--- src/rtl/cpu_di_pkg.sv ---
// Shared types and constants for the CPU data-in arbiter.
package cpu_di_pkg;

    // Arbiter FSM states
    typedef enum logic [1:0] {
        IDLE  = 2'd0,
        WAIT  = 2'd1,
        VALID = 2'd2
    } state_t;

    // Z80 NOP, driven onto the data-in bus after reset
    localparam logic [7:0] NOP_DATA = 8'h00;

    // Width of the saturating collision counter
    localparam int unsigned COLL_CNT_W = 16;

    // Index width for n sources (never narrower than one bit)
    function automatic int unsigned idx_w(input int unsigned n);
        return (n > 1) ? $clog2(n) : 1;
    endfunction

endpackage

--- src/rtl/cpu_di_prio_enc.sv ---
// Lowest-index priority encoder with "more than one request" detect.
module cpu_di_prio_enc
    import cpu_di_pkg::*;
#(
    parameter int unsigned N  = 10,
    parameter int unsigned IW = idx_w(N)
) (
    input  logic [N-1:0]  req,
    output logic          any,
    output logic [IW-1:0] idx,
    output logic          multi
);

    // Scan upward: first set bit wins, a second set bit flags multi
    always_comb begin
        any   = 1'b0;
        idx   = '0;
        multi = 1'b0;
        for (int unsigned i = 0; i < N; i++) begin
            if (req[i]) begin
                if (any) begin
                    multi = 1'b1;
                end else begin
                    idx = IW'(i);
                end
                any = 1'b1;
            end
        end
    end

endmodule

--- src/rtl/cpu_di_arbiter.sv ---
// CPU data-in arbiter: fixed-priority source select with transaction lock,
// per-source wait states via cpu_ready, and select-collision detection.
// Optional macro CPU_DI_COLL_CNT_EN adds the 16-bit saturating coll_count.
module cpu_di_arbiter
    import cpu_di_pkg::*;
#(
    parameter int unsigned         NUM_SRC   = 10,
    parameter int unsigned         DATA_W    = 8,
    parameter int unsigned         WAIT_W    = 3,
    parameter logic [DATA_W-1:0]   IDLE_DATA = DATA_W'(NOP_DATA)
) (
    input  logic                         pll0_250MHz,
    input  logic                         reset,
    input  logic [NUM_SRC*DATA_W-1:0]    src_data,
    input  logic [NUM_SRC-1:0]           src_cs,
    input  logic [NUM_SRC*WAIT_W-1:0]    src_wait,
    input  logic                         coll_clr,
    output logic [DATA_W-1:0]            out_data,
    output logic                         out_valid,
    output logic                         cpu_ready,
    output logic [idx_w(NUM_SRC)-1:0]    active_idx,
    output logic                         collision
`ifdef CPU_DI_COLL_CNT_EN
    ,
    output logic [COLL_CNT_W-1:0]        coll_count
`endif
);

    localparam int unsigned IW = idx_w(NUM_SRC);

    state_t              state_q, state_d;
    logic [DATA_W-1:0]   data_q, data_d;
    logic                valid_q, valid_d;
    logic                ready_q, ready_d;
    logic [IW-1:0]       idx_q, idx_d;
    logic [WAIT_W-1:0]   cnt_q, cnt_d;
    logic                coll_q, coll_d;
    logic                counted_q, counted_d;
`ifdef CPU_DI_COLL_CNT_EN
    logic [COLL_CNT_W-1:0] ccnt_q, ccnt_d;
`endif

    logic [DATA_W-1:0]   data_arr [NUM_SRC];
    logic [WAIT_W-1:0]   wait_arr [NUM_SRC];
    logic                enc_any, enc_multi;
    logic [IW-1:0]       enc_idx;
    logic                cs_locked;
    logic [NUM_SRC-1:0]  others;
    logic                coll_ev;

    cpu_di_prio_enc #(
        .N  (NUM_SRC),
        .IW (IW)
    ) u_prio_enc (
        .req   (src_cs),
        .any   (enc_any),
        .idx   (enc_idx),
        .multi (enc_multi)
    );

    // Unpack the flat source buses into per-source arrays
    always_comb begin
        for (int unsigned i = 0; i < NUM_SRC; i++) begin
            data_arr[i] = src_data[i*DATA_W +: DATA_W];
            wait_arr[i] = src_wait[i*WAIT_W +: WAIT_W];
        end
    end

    // Lock status and foreign selects relative to the locked source
    always_comb begin
        cs_locked = src_cs[idx_q];
        others    = src_cs & ~(NUM_SRC'(1) << idx_q);
        if (state_q == IDLE) begin
            coll_ev = enc_any & enc_multi;
        end else begin
            coll_ev = (|others) & ~counted_q;
        end
    end

    // State register
    always_ff @(posedge pll0_250MHz) begin
        if (reset) begin
            state_q <= IDLE;
        end else begin
            state_q <= state_d;
        end
    end

    // Next-state logic
    always_comb begin
        state_d = state_q;
        case (state_q)
            IDLE: begin
                if (enc_any) begin
                    state_d = (wait_arr[enc_idx] == '0) ? VALID : WAIT;
                end
            end
            WAIT: begin
                if (!cs_locked) begin
                    state_d = IDLE;
                end else if (cnt_q == WAIT_W'(1)) begin
                    state_d = VALID;
                end
            end
            VALID: begin
                if (!cs_locked) begin
                    state_d = IDLE;
                end
            end
            default: state_d = IDLE;
        endcase
    end

    // Output logic: next values for the registered outputs and counters
    always_comb begin
        data_d    = data_q;
        valid_d   = valid_q;
        ready_d   = ready_q;
        idx_d     = idx_q;
        cnt_d     = cnt_q;
        counted_d = counted_q;
        case (state_q)
            IDLE: begin
                valid_d = 1'b0;
                ready_d = 1'b1;
                if (enc_any) begin
                    idx_d     = enc_idx;
                    counted_d = enc_multi;
                    if (wait_arr[enc_idx] == '0) begin
                        data_d  = data_arr[enc_idx];
                        valid_d = 1'b1;
                    end else begin
                        cnt_d   = wait_arr[enc_idx];
                        ready_d = 1'b0;
                    end
                end
            end
            WAIT: begin
                if (!cs_locked) begin
                    valid_d = 1'b0;
                    ready_d = 1'b1;
                end else if (cnt_q == WAIT_W'(1)) begin
                    data_d  = data_arr[idx_q];
                    valid_d = 1'b1;
                    ready_d = 1'b1;
                end else begin
                    cnt_d   = cnt_q - WAIT_W'(1);
                    ready_d = 1'b0;
                end
            end
            VALID: begin
                ready_d = 1'b1;
                if (cs_locked) begin
                    data_d  = data_arr[idx_q];
                    valid_d = 1'b1;
                end else begin
                    valid_d = 1'b0;
                end
            end
            default: begin
                valid_d = 1'b0;
                ready_d = 1'b1;
            end
        endcase
        if (state_q != IDLE && coll_ev) begin
            counted_d = 1'b1;
        end

        // A clear coinciding with an event leaves the event's effect
        coll_d = coll_clr ? coll_ev : (coll_q | coll_ev);
`ifdef CPU_DI_COLL_CNT_EN
        if (coll_clr) begin
            ccnt_d = coll_ev ? COLL_CNT_W'(1) : '0;
        end else if (coll_ev && ccnt_q != '1) begin
            ccnt_d = ccnt_q + COLL_CNT_W'(1);
        end else begin
            ccnt_d = ccnt_q;
        end
`endif
    end

    // Output and datapath registers
    always_ff @(posedge pll0_250MHz) begin
        if (reset) begin
            data_q    <= IDLE_DATA;
            valid_q   <= 1'b0;
            ready_q   <= 1'b1;
            idx_q     <= '0;
            cnt_q     <= '0;
            coll_q    <= 1'b0;
            counted_q <= 1'b0;
`ifdef CPU_DI_COLL_CNT_EN
            ccnt_q    <= '0;
`endif
        end else begin
            data_q    <= data_d;
            valid_q   <= valid_d;
            ready_q   <= ready_d;
            idx_q     <= idx_d;
            cnt_q     <= cnt_d;
            coll_q    <= coll_d;
            counted_q <= counted_d;
`ifdef CPU_DI_COLL_CNT_EN
            ccnt_q    <= ccnt_d;
`endif
        end
    end

    assign out_data   = data_q;
    assign out_valid  = valid_q;
    assign cpu_ready  = ready_q;
    assign active_idx = idx_q;
    assign collision  = coll_q;
`ifdef CPU_DI_COLL_CNT_EN
    assign coll_count = ccnt_q;
`endif

endmodule

--- config.mk ---
export PLATFORM = sky130hd
export DESIGN_NAME = cpu_di_arbiter
export DESIGN_NICKNAME = d
export VERILOG_FILES = /design/src/rtl/cpu_di_pkg.sv /design/src/rtl/cpu_di_prio_enc.sv /design/src/rtl/cpu_di_arbiter.sv
export SDC_FILE = /design/constraint.sdc
export NUM_CORES = 1
export LEC_CHECK = 0
export CORE_MARGIN = 1
export CORE_UTILIZATION = 39
export DETAILED_ROUTE_END_ITERATION = 12
export PLACE_DENSITY = 0.78
export SYNTH_ARGS = -nofsm -noshare
export SYNTH_HDL_FRONTEND = slang
export SYNTH_SLANG_ARGS = --single-unit
export TNS_END_PERCENT = 1
--- constraint.sdc ---
create_clock -name pll0_250MHz -period 2.53 [get_ports pll0_250MHz]
set_input_delay 0.253 -clock pll0_250MHz [delete_from_list [all_inputs] [get_ports pll0_250MHz]]
set_output_delay 0.253 -clock pll0_250MHz [all_outputs]
set_load 0.01 [all_outputs]
# Word-level counts from Yosys, hierarchy flattened
# Cells that the tools add are included.
# classes
eq_ne	12
magnitude_cmp	3
multipliers	0
n_addsub	1
n_shift	1
div	0
bitwise	8
n_reduce_logical	14
mux	89
# ops
operator	n
$mux W8	9
$mux W4	17
$bmux W8 S4	2
$mux W1	43
$pmux W8 S3	1
$mux W3	6
$ne A2 B2 Y1 const B	7
$bmux W3 S4	1
$and A10 B10 Y10	1
$ge A5 B5 Y1 const B	2
$mux W2	5
$not A10 Y10	1
$not A4 Y5	2
$reduce_or A10 Y1	1
$shl A1 B4 Y10 const A	1
$reduce_bool A2 Y1	4
$pmux W2 S3	1
$pmux W3 S2	1
$reduce_and A6 Y1	1
$lt A4 B5 Y1 const B	1
$reduce_and A5 Y1	1
$bmux W1 S4	1
$reduce_and A2 Y1	2
$eq A3 B1 Y1 const B	1
15 further kinds	16
# word_totals
output_inout_bits	15
word_cells	136
inputBits	123
latch_bits	0
reg_bits	21
romBits	0
n_memories	0
mem_bits_rw	0

# Logic depth before layout (Yosys ltp)
# Gate-level depths: netlist of the first run.
# logic_depth
ltp_word	27
mapped_depth	12
ltp_nobuf	9

# By module
# A second synthesis of the first run with hierarchy kept.
# hier_totals
hier_cells	323
hier_area_um2	3054.2
# by_module_without_submodules
mod	seq_area_each_um2	cells_per_inst	n_inst	area_per_inst_um2
cpu_di_arbiter	420.4	293	1	2884.0
cpu_di_prio_enc	0.0	30	1	170.2

# Least setup slack after synthesis of the first run
# No wires, ideal clock.
# synth_timing
path_type	register -> register
from	register idx_q[0], in the netlist active_idx[0]
to	register data_q[5], in the netlist out_data[5]
stages_incl_launch_ff	9
arrival_time_ns	2.532
n_path_buf	2
setup_ns	0.121
required_ns	2.409
synth_period_minus_slack_ns	2.653
slack_ns	-0.123
cell_sequence	dfxtp_1 clkbuf_1 mux4_2 a22o_1 a221oi_1 o21ai_0 o2111a_1 buf_6 mux2_4
# synth_via
elab_chain_cells	7
elab_cells_between_ends	13
cone_classes	eq/ne: 2; mux: 9; bitwise: 1; reduce/logical: 1
# synth_lines
element	line	rtl
from (decl)	cpu_di_arbiter.sv:35	logic [IW-1:0] idx_q, idx_d;
from (signal assigned)	cpu_di_arbiter.sv:199	idx_q <= idx_d;
$not A4 Y5 (not written as such)	cpu_di_arbiter.sv:143, cpu_di_arbiter.sv:154	
$bmux W8 S4	cpu_di_arbiter.sv:143, cpu_di_arbiter.sv:154	
$mux W8 (not written as such) (2 in series)	cpu_di_arbiter.sv:143, cpu_di_arbiter.sv:154	
$mux W8	cpu_di_arbiter.sv:142	end else if (cnt_q == WAIT_W'(1)) begin
$mux W8	cpu_di_arbiter.sv:139	if (!cs_locked) begin
$pmux W8 S3	cpu_di_arbiter.sv:122	case (state_q)
to (signal assigned)	cpu_di_arbiter.sv:196	data_q <= data_d;
to (decl)	cpu_di_arbiter.sv:32	logic [DATA_W-1:0] data_q, data_d;
# Several ways; a longest one is shown, not always the timed one. The select of a mux whose other input is x is not followed.
# A chain may end at the register's enable or synchronous reset.

# Worst setup path in the final report of the first run
# layout_timing
from	input port src_cs[8]
to	register data_q[5], in the netlist out_data[5]
# layout_via
elab_chain_cells	10
elab_cells_between_ends	23
cone_classes	eq/ne: 4; mux: 16; bitwise: 1; reduce/logical: 2
# layout_lines
element	line	rtl
from (decl)	cpu_di_arbiter.sv:15	input logic [NUM_SRC-1:0] src_cs,
$mux W4 or $mux W1 (tied branches)	cpu_di_prio_enc.sv:20	if (req[i]) begin
$mux W4	cpu_di_prio_enc.sv:21	if (any) begin
$mux W4	cpu_di_prio_enc.sv:20	
$not A4 Y5 (not written as such)	cpu_di_arbiter.sv:129, cpu_di_arbiter.sv:130	
$bmux W3 S4 or $bmux W8 S4 (tied branches)	cpu_di_arbiter.sv:129, cpu_di_arbiter.sv:130	
$mux W3 (not written as such) or $mux W8 (tied branches) (2 in series)	cpu_di_arbiter.sv:129, cpu_di_arbiter.sv:130	
$logic_not A3 Y1 or $mux W8 (tied branches)	cpu_di_arbiter.sv:129	if (wait_arr[enc_idx] == '0) begin
$ne A2 B1 Y1 (no source line) or $mux W8 (tied branches)	n/a	
$reduce_and A6 Y1 (no source line) or $pmux W8 S3 (tied branches)	n/a	
# Several ways; a longest one is shown, not always the timed one. The select of a mux whose other input is x is not followed.

==> results of run 1 <==
[layout make-up]
class                      count  area [sq um]  share of cell area
clock buffer                   3          41.3             0.00789
clock inverter                 1          5.00            0.000956
inverter                      12          45.0             0.00861
multi-input combinational    321          2620               0.501
sequential                    21           420              0.0803
tap                          102           128              0.0244
timing repair buffer         215          1970               0.377
[synthesized netlist by cell type, types with 2 or more instances]
| cell type | n |
|---|---|
| nand2_1 | 49 |
| nor2_1 | 46 |
| mux4_2 | 32 |
| a21oi_1 | 22 |
| nand3_1 | 22 |
| dfxtp_1 | 21 |
| mux2i_1 | 21 |
| clkbuf_1 | 18 |
| a22oi_1 | 14 |
| inv_1 | 12 |
| o211ai_1 | 10 |
| nor3_1 | 8 |
| o2111ai_1 | 7 |
| buf_2 | 6 |
| ha_1 | 6 |
| nand4_1 | 6 |
| o21ai_0 | 6 |
| a21o_1 | 5 |
| buf_1 | 5 |
| o31ai_1 | 5 |
| a211oi_1 | 4 |
| a32o_1 | 4 |
| nand2b_1 | 4 |
| nor2b_1 | 4 |
| o21ai_1 | 4 |
| o22ai_1 | 4 |
| a31oi_1 | 3 |
| a2111oi_0 | 2 |
| a22o_1 | 2 |
| and2_1 | 2 |
| mux2_4 | 2 |
| o21a_1 | 2 |
| or3_1 | 2 |
[state kept, by name, indices dropped and copies added (netlist names)]
| name | flops |
|---|---|
| collision | 1 |
| state_q | 2 |
| out_data | 8 |
| active_idx | 4 |
| counted_q | 1 |
| cpu_ready | 1 |
| cnt_q | 3 |
| out_valid | 1 |
[worst max-delay path by stage]
stage          startpoint                       end  slack, ns  depth (start not counted)
6_report        src_cs[8]  out_data[5]$_SDFFE_PP0P_       0.04                         10
5_1_grt         src_cs[2]     cnt_q[2]$_SDFFE_PP0P_      -0.03                         13
4_1_cts         src_cs[5]  out_data[5]$_SDFFE_PP0P_       0.02                         10
3_5_place_dp    src_cs[5]     cnt_q[0]$_SDFFE_PP0P_      -0.57                         11
3_3_place_gp    src_cs[5]  out_data[3]$_SDFFE_PP0P_      -0.49                         11
2_1_floorplan   src_cs[5]  out_data[5]$_SDFFE_PP0P_      -0.04                         11
[metal layers]
layer,track usage,vias to the layer above
li1,-,1873
met1,0.390,1934
met2,0.469,187
met3,0.0226,20
met4,0.0648,0
met5,0,-
[repair_timing]
| item | CTS | global route |
|---|---|---|
| endpoints found under the setup margin | 16 | 10 |
| setup buffers | 1 | 0 |
| gates resized for setup | 20 | 20 |
| pin swaps | 4 | 4 |
[metrics by stage]
stage / TNS (ns) / power, mW
3_3_place_gp: -6.81 / 2.36
6_report: 0 / 2.71
5_1_grt: -0.0980 / 2.89
3_5_place_dp: -7.84 / 2.41
2_1_floorplan: -0.0355 / 1.61
4_1_cts: 0 / 2.67
[cell families (layout without fill, tap and decap cells)]
family                     Yosys count  after routing
adders and majority gates            7              7
muxes                               56             56
and+or+nand+nor                    152            152
buffers and inverters               43            231
DFF                                 21             21
AOI/OAI and AO/OA                  106            106
[worst max-delay path, cell delays in order]
cell and delay, ns:
clkdlybuf4s15_1 0.19, nand2b_4 0.15, a221o_2 0.42, mux2_4 0.31, a32o_2 0.27, a211oi_4 0.26, a21oi_2 0.07, and2_4 0.16
o2111a_1 0.27, mux2_4 0.30
[power groups by stage]
stage	Sequential [mW]	Combinational [mW]	Clock, mW
2_1_floorplan	0.572	1.03	0
6_report	0.544	1.93	0.233
5_1_grt	0.560	2.08	0.252
3_5_place_dp	0.550	1.86	0
4_1_cts	0.545	1.89	0.234
3_3_place_gp	0.547	1.81	0
==> flow_metrics.env, run 1 <==
export IMPL_critPathRequiredTime_ns=2.70
export IMPL_hold_path_end="counted_q$_SDFFE_PP0P_"
export IMPL_final_common_cell="clkdlybuf4s50_1"
export IMPL_grt_usage=0.279
export IMPL_dieWidth_um=91.3
export IMPL_maxSlewHeadroom=0.671
export IMPL_p_sw_frac=0.410
export IMPL_core_sq_mm=0.00773
export IMPL_run_status="completed"
export IMPL_dp_hpwl_mm=9.64
export IMPL_clk_pin_slew_ns=0.08
export IMPL_synth_top_area_share=0.232
export IMPL_drv_cap=0
export IMPL_r2r_start="active_idx[0]$_SDFFE_PP0P_"
export IMPL_setup_viol=0
export IMPL_leakage_nw=1.99
export IMPL_fin_cells=675
export IMPL_nNetsFinal=703
export IMPL_grt_pass1_wl_mm=18.5
export IMPL_ys_flop_type="dfxtp_1"
export IMPL_cp_max_fo=5
export IMPL_dieArea_sq_mm=0.00834
export IMPL_fillCellCount=619
export IMPL_hold_violations=0
export IMPL_wl_met1_mm=5.18
export IMPL_holdPathStages=2
export IMPL_place_inst=670
export IMPL_synthArstFlopShare=0
export IMPL_row_count=32
export IMPL_clock_sinks=21
export IMPL_drive_above_1_share=0.251
export IMPL_internal_power_mw=1.60
export IMPL_period_minus_slack_ns=2.49
export IMPL_drt_wirelength_per_cell_um=17.5
export IMPL_antenna_found_initial=0
export IMPL_grt_max_degree=29
export IMPL_first_pass_iters=5
export IMPL_synth_compound_area_frac=0.246
export IMPL_clk_path_buf_depth=2
export IMPL_synth_seq_area_share=0.135
export IMPL_fin_skew_ns=0.00567
export IMPL_overflow=0
export IMPL_die_h_um=91.3
export IMPL_yosysWarnings=0
export IMPL_viasPerCell=5.95
export IMPL_place_area_sq_mm=0.00508
export IMPL_clockRootBuffer="clkbuf_8"
export IMPL_synth_edf_count=0
export IMPL_grt_pass1_vias=3772
export IMPL_synthCells=385
export IMPL_route_met3_wl_um=688
export IMPL_min_from="counted_q$_SDFFE_PP0P_"
export IMPL_avgSynthCellArea_sq_um=8.08
export IMPL_ctsHoldBuffers=0
export IMPL_drt_initial_drc_count=275
export IMPL_synth_nets=514
export IMPL_syn_area_sq_mm=0.00311
export IMPL_slew_violations=0
export IMPL_initial_core_util=0.403
export IMPL_setup_slack_ns=0.0369
export IMPL_gp_congestion=0.956
export IMPL_vias=4014
export IMPL_power_frac_seq=0.201
export IMPL_io_pins=138
export IMPL_r2r_setup_slack_ns=0.27
export IMPL_wl_met2_mm=5.71
export IMPL_fin_crit_sh=0.985
export IMPL_worst_pin_slew_ns=0.481
export IMPL_wl_mm=11.8
export IMPL_yosys_mux_area_fraction=0.312
export IMPL_worstSetupPathType="in2reg"
export IMPL_min_path_type="reg2reg"
export IMPL_net_switching_power_mw=1.11
export IMPL_clock_latency_ns=0.27
export IMPL_yosys_area_top_type="mux4_2"
export IMPL_io_buffers=137
export IMPL_synth_xor_area_frac=0
export IMPL_area_growth_synth_to_final_pct=68.2
export IMPL_hold_slack_ns=0.463
export IMPL_netlist_top_cells_area="mux4_2 23%, dfxtp_1 14%, mux2i_1 6.8%"
export IMPL_dp_slack_ns=-0.574
export IMPL_crit_arrival_ns=2.66
export IMPL_antenna_cells=0
export IMPL_finish_utilization=0.677
export IMPL_r2r_cells=8
export IMPL_ys_ff_latch=21
export IMPL_clockPowerShare=0.086
export IMPL_max_freq_mhz=401
export IMPL_dr_max_layer_used="met4"
export IMPL_cp_end_kind="flop"
export IMPL_final_area_sq_mm=0.00523
export IMPL_htreeDepth=1
export IMPL_synth_fa_ha_area_frac=0.0273
export IMPL_pwr_share_comb=0.713
export IMPL_layout_common_cells="127 x clkdlybuf4s50_1, 74 x buf_4, 48 x nand2_1"
export IMPL_synth_simple_area_share=0.222
export IMPL_cts_tree="done"
export IMPL_ant_nets=0
export IMPL_timing_rr_end="cnt_q[0]$_SDFFE_PP0P_"
export IMPL_synth_cell_type_count=58
export IMPL_drc=0
export IMPL_synth_top_family_by_area="multiplexers"
export IMPL_crit_path_start_kind="input pin"
export IMPL_cts_buffers=3
export IMPL_vdd_drop_max_mv=0.257
export IMPL_power_density_mw_per_mm2=517
Power figures use the tool's default switching activity.
==> inputs of run 2 (changes only) <==
--- a/config.mk
+++ b/config.mk
@@ -9,6 +9,7 @@
 export CORE_UTILIZATION = 39
 export DETAILED_ROUTE_END_ITERATION = 12
 export PLACE_DENSITY = 0.78
+export SETUP_SLACK_MARGIN = 0.15
 export SYNTH_ARGS = -nofsm -noshare
 export SYNTH_HDL_FRONTEND = slang
 export SYNTH_SLANG_ARGS = --single-unit
==> run 2 against run 1 <==
Against the previous run:
- via count is 0.67% lower
- largest cell class unchanged
- sequential power is essentially flat
- setup slack gained 0.12 ns
- first-iteration DRC count down 20%
- power grew 0.13%
- wire length rose by 1.4%
- non-clock buffer count rose by 11
- clock power down 5%
- largest power group unchanged
- critical path type unchanged
==> flow_metrics.env, run 2 (synthesis results as in run 1) <==
export IMPL_drt_initial_drc_count=219
export IMPL_dieArea_sq_mm=0.00834
export IMPL_slew_violations=0
export IMPL_drive_above_1_share=0.289
export IMPL_period_minus_slack_ns=2.38
export IMPL_vias=3987
export IMPL_cp_max_fo=5
export IMPL_clockRootBuffer="clkbuf_8"
export IMPL_critPathRequiredTime_ns=2.69
export IMPL_initial_core_util=0.403
export IMPL_antenna_cells=0
export IMPL_crit_arrival_ns=2.53
export IMPL_area_growth_synth_to_final_pct=70.9
export IMPL_final_area_sq_mm=0.00532
export IMPL_cts_tree="done"
export IMPL_antenna_found_initial=0
export IMPL_layout_common_cells="127 x clkdlybuf4s50_1, 84 x buf_4, 48 x nand2_1"
export IMPL_htreeDepth=1
export IMPL_rsz0062_at_grt="true"
export IMPL_use_met3=0.0260
export IMPL_die_h_um=91.3
export IMPL_core_sq_mm=0.00773
export IMPL_grt_pass1_wl_mm=19.2
export IMPL_place_area_sq_mm=0.00513
export IMPL_dieWidth_um=91.3
export IMPL_gp_congestion=0.992
export IMPL_clk_path_buf_depth=2
export IMPL_final_common_cell="clkdlybuf4s50_1"
export IMPL_crit_path_start_kind="input pin"
export IMPL_hold_violations=0
export IMPL_viasPerCell=5.81
export IMPL_io_buffers=137
export IMPL_largest_reg_flops=8
export IMPL_dp_hpwl_mm=9.83
export IMPL_worst_pin_slew_ns=0.628
export IMPL_grt_usage=0.287
export IMPL_hold_slack_ns=0.460
export IMPL_finish_utilization=0.688
export IMPL_clk_pin_slew_ns=0.08
export IMPL_fin_skew_ns=0.00358
export IMPL_max_freq_mhz=421
export IMPL_setup_slack_ns=0.153
export IMPL_nNetsFinal=714
export IMPL_dp_slack_ns=-0.615
export IMPL_met1_usage=0.394
export IMPL_cp_end_kind="flop"
export IMPL_overflow=0
export IMPL_maxSlewHeadroom=0.581
export IMPL_run_status="completed"
export IMPL_clock_latency_ns=0.26
export IMPL_drc=0
export IMPL_vdd_drop_max_mv=0.332
export IMPL_first_pass_iters=5
export IMPL_grt_max_degree=21
export IMPL_cts_buffers=3
export IMPL_leakage_nw=2.05
export IMPL_r2r_setup_slack_ns=0.25
export IMPL_row_count=32
export IMPL_ant_nets=0
export IMPL_drv_cap=0
export IMPL_use_met2=0.493
export IMPL_fin_crit_sh=0.939
export IMPL_clock_sinks=21
export IMPL_grt_busiest_layer="met2"
export IMPL_setup_viol=0
export IMPL_min_path_type="reg2reg"
export IMPL_grt_pass1_vias=3956
export IMPL_worstSetupPathType="in2reg"
export IMPL_fin_cells=686
export IMPL_place_inst=676
export IMPL_wl_mm=12.0
export IMPL_power_density_mw_per_mm2=509
export IMPL_ctsHoldBuffers=0
export IMPL_io_pins=138
export IMPL_drt_wirelength_per_cell_um=17.5
-- run 2: changes by cell type in the layout (fill, tap and decap cells not counted), moves of 3 or more --
cell,delta
dlygate4sd2_1,-8
buf_6,+3
buf_4,+10
clkbuf_2,+4
buf_2,+3
-- run 2: final cells by class --
type | instances | area (sq um)
Clock buffer | 3 | 41.3
Clock inverter | 1 | 5.00
Fill cell | 616 | 2410
Inverter | 12 | 45.0
Multi-Input combinational cell | 321 | 2640
Sequential cell | 21 | 422
Tap cell | 102 | 128
Timing Repair Buffer | 226 | 2040
-- run 2: timing repair --
action                                 CTS  global route
gates resized for setup                 40            25
pin swaps                                6            10
endpoints found under the hold margin    0             0
setup buffers                            5             1
setup endpoints to repair               17            14
-- run 2: worst paths after layout --
check,startpoint,to,depth (start not counted)
setup / recovery,src_cs[4],cnt_q[2]$_SDFFE_PP0P_,13
hold / removal,out_data[1]$_SDFFE_PP0P_,out_data[1]$_SDFFE_PP0P_,2
setup reg to reg,active_idx[0]$_SDFFE_PP0P_,cnt_q[2]$_SDFFE_PP0P_,8
hold reg to reg,out_data[1]$_SDFFE_PP0P_,out_data[1]$_SDFFE_PP0P_,2
-- run 2: per-layer routing --
layer	share of wire	up-vias
li1	-	1888
met1	0.43	1906
met2	0.49	174
met3	0.057	19
met4	0.017	0
met5	0	-
-- run 2: metrics by stage --
| stage | power [mW] | TNS (ns) |
|---|---|---|
| after floorplan | 1.61 | -0.00931 |
| after global placement | 2.35 | -7.77 |
| after detailed placement | 2.39 | -8.55 |
| after CTS | 2.65 | 0 |
| after global routing | 2.90 | 0 |
| final | 2.71 | 0 |
-- run 2: critical path: stages --
cell	delay (ns)
buf_2	0.11
buf_6	0.12
buf_12	0.12
buf_4	0.13
buf_4	0.13
mux4_2	0.45
a22o_1	0.22
a221oi_2	0.28
o22ai_1	0.14
nand2_1	0.14
a31oi_4	0.06
buf_4	0.18
a32o_1	0.21
-- run 2: power breakdown --
part,internal [mW],switching [mW]
Clock,0.110,0.111
Sequential,0.461,0.0854
Combinational,1.03,0.913
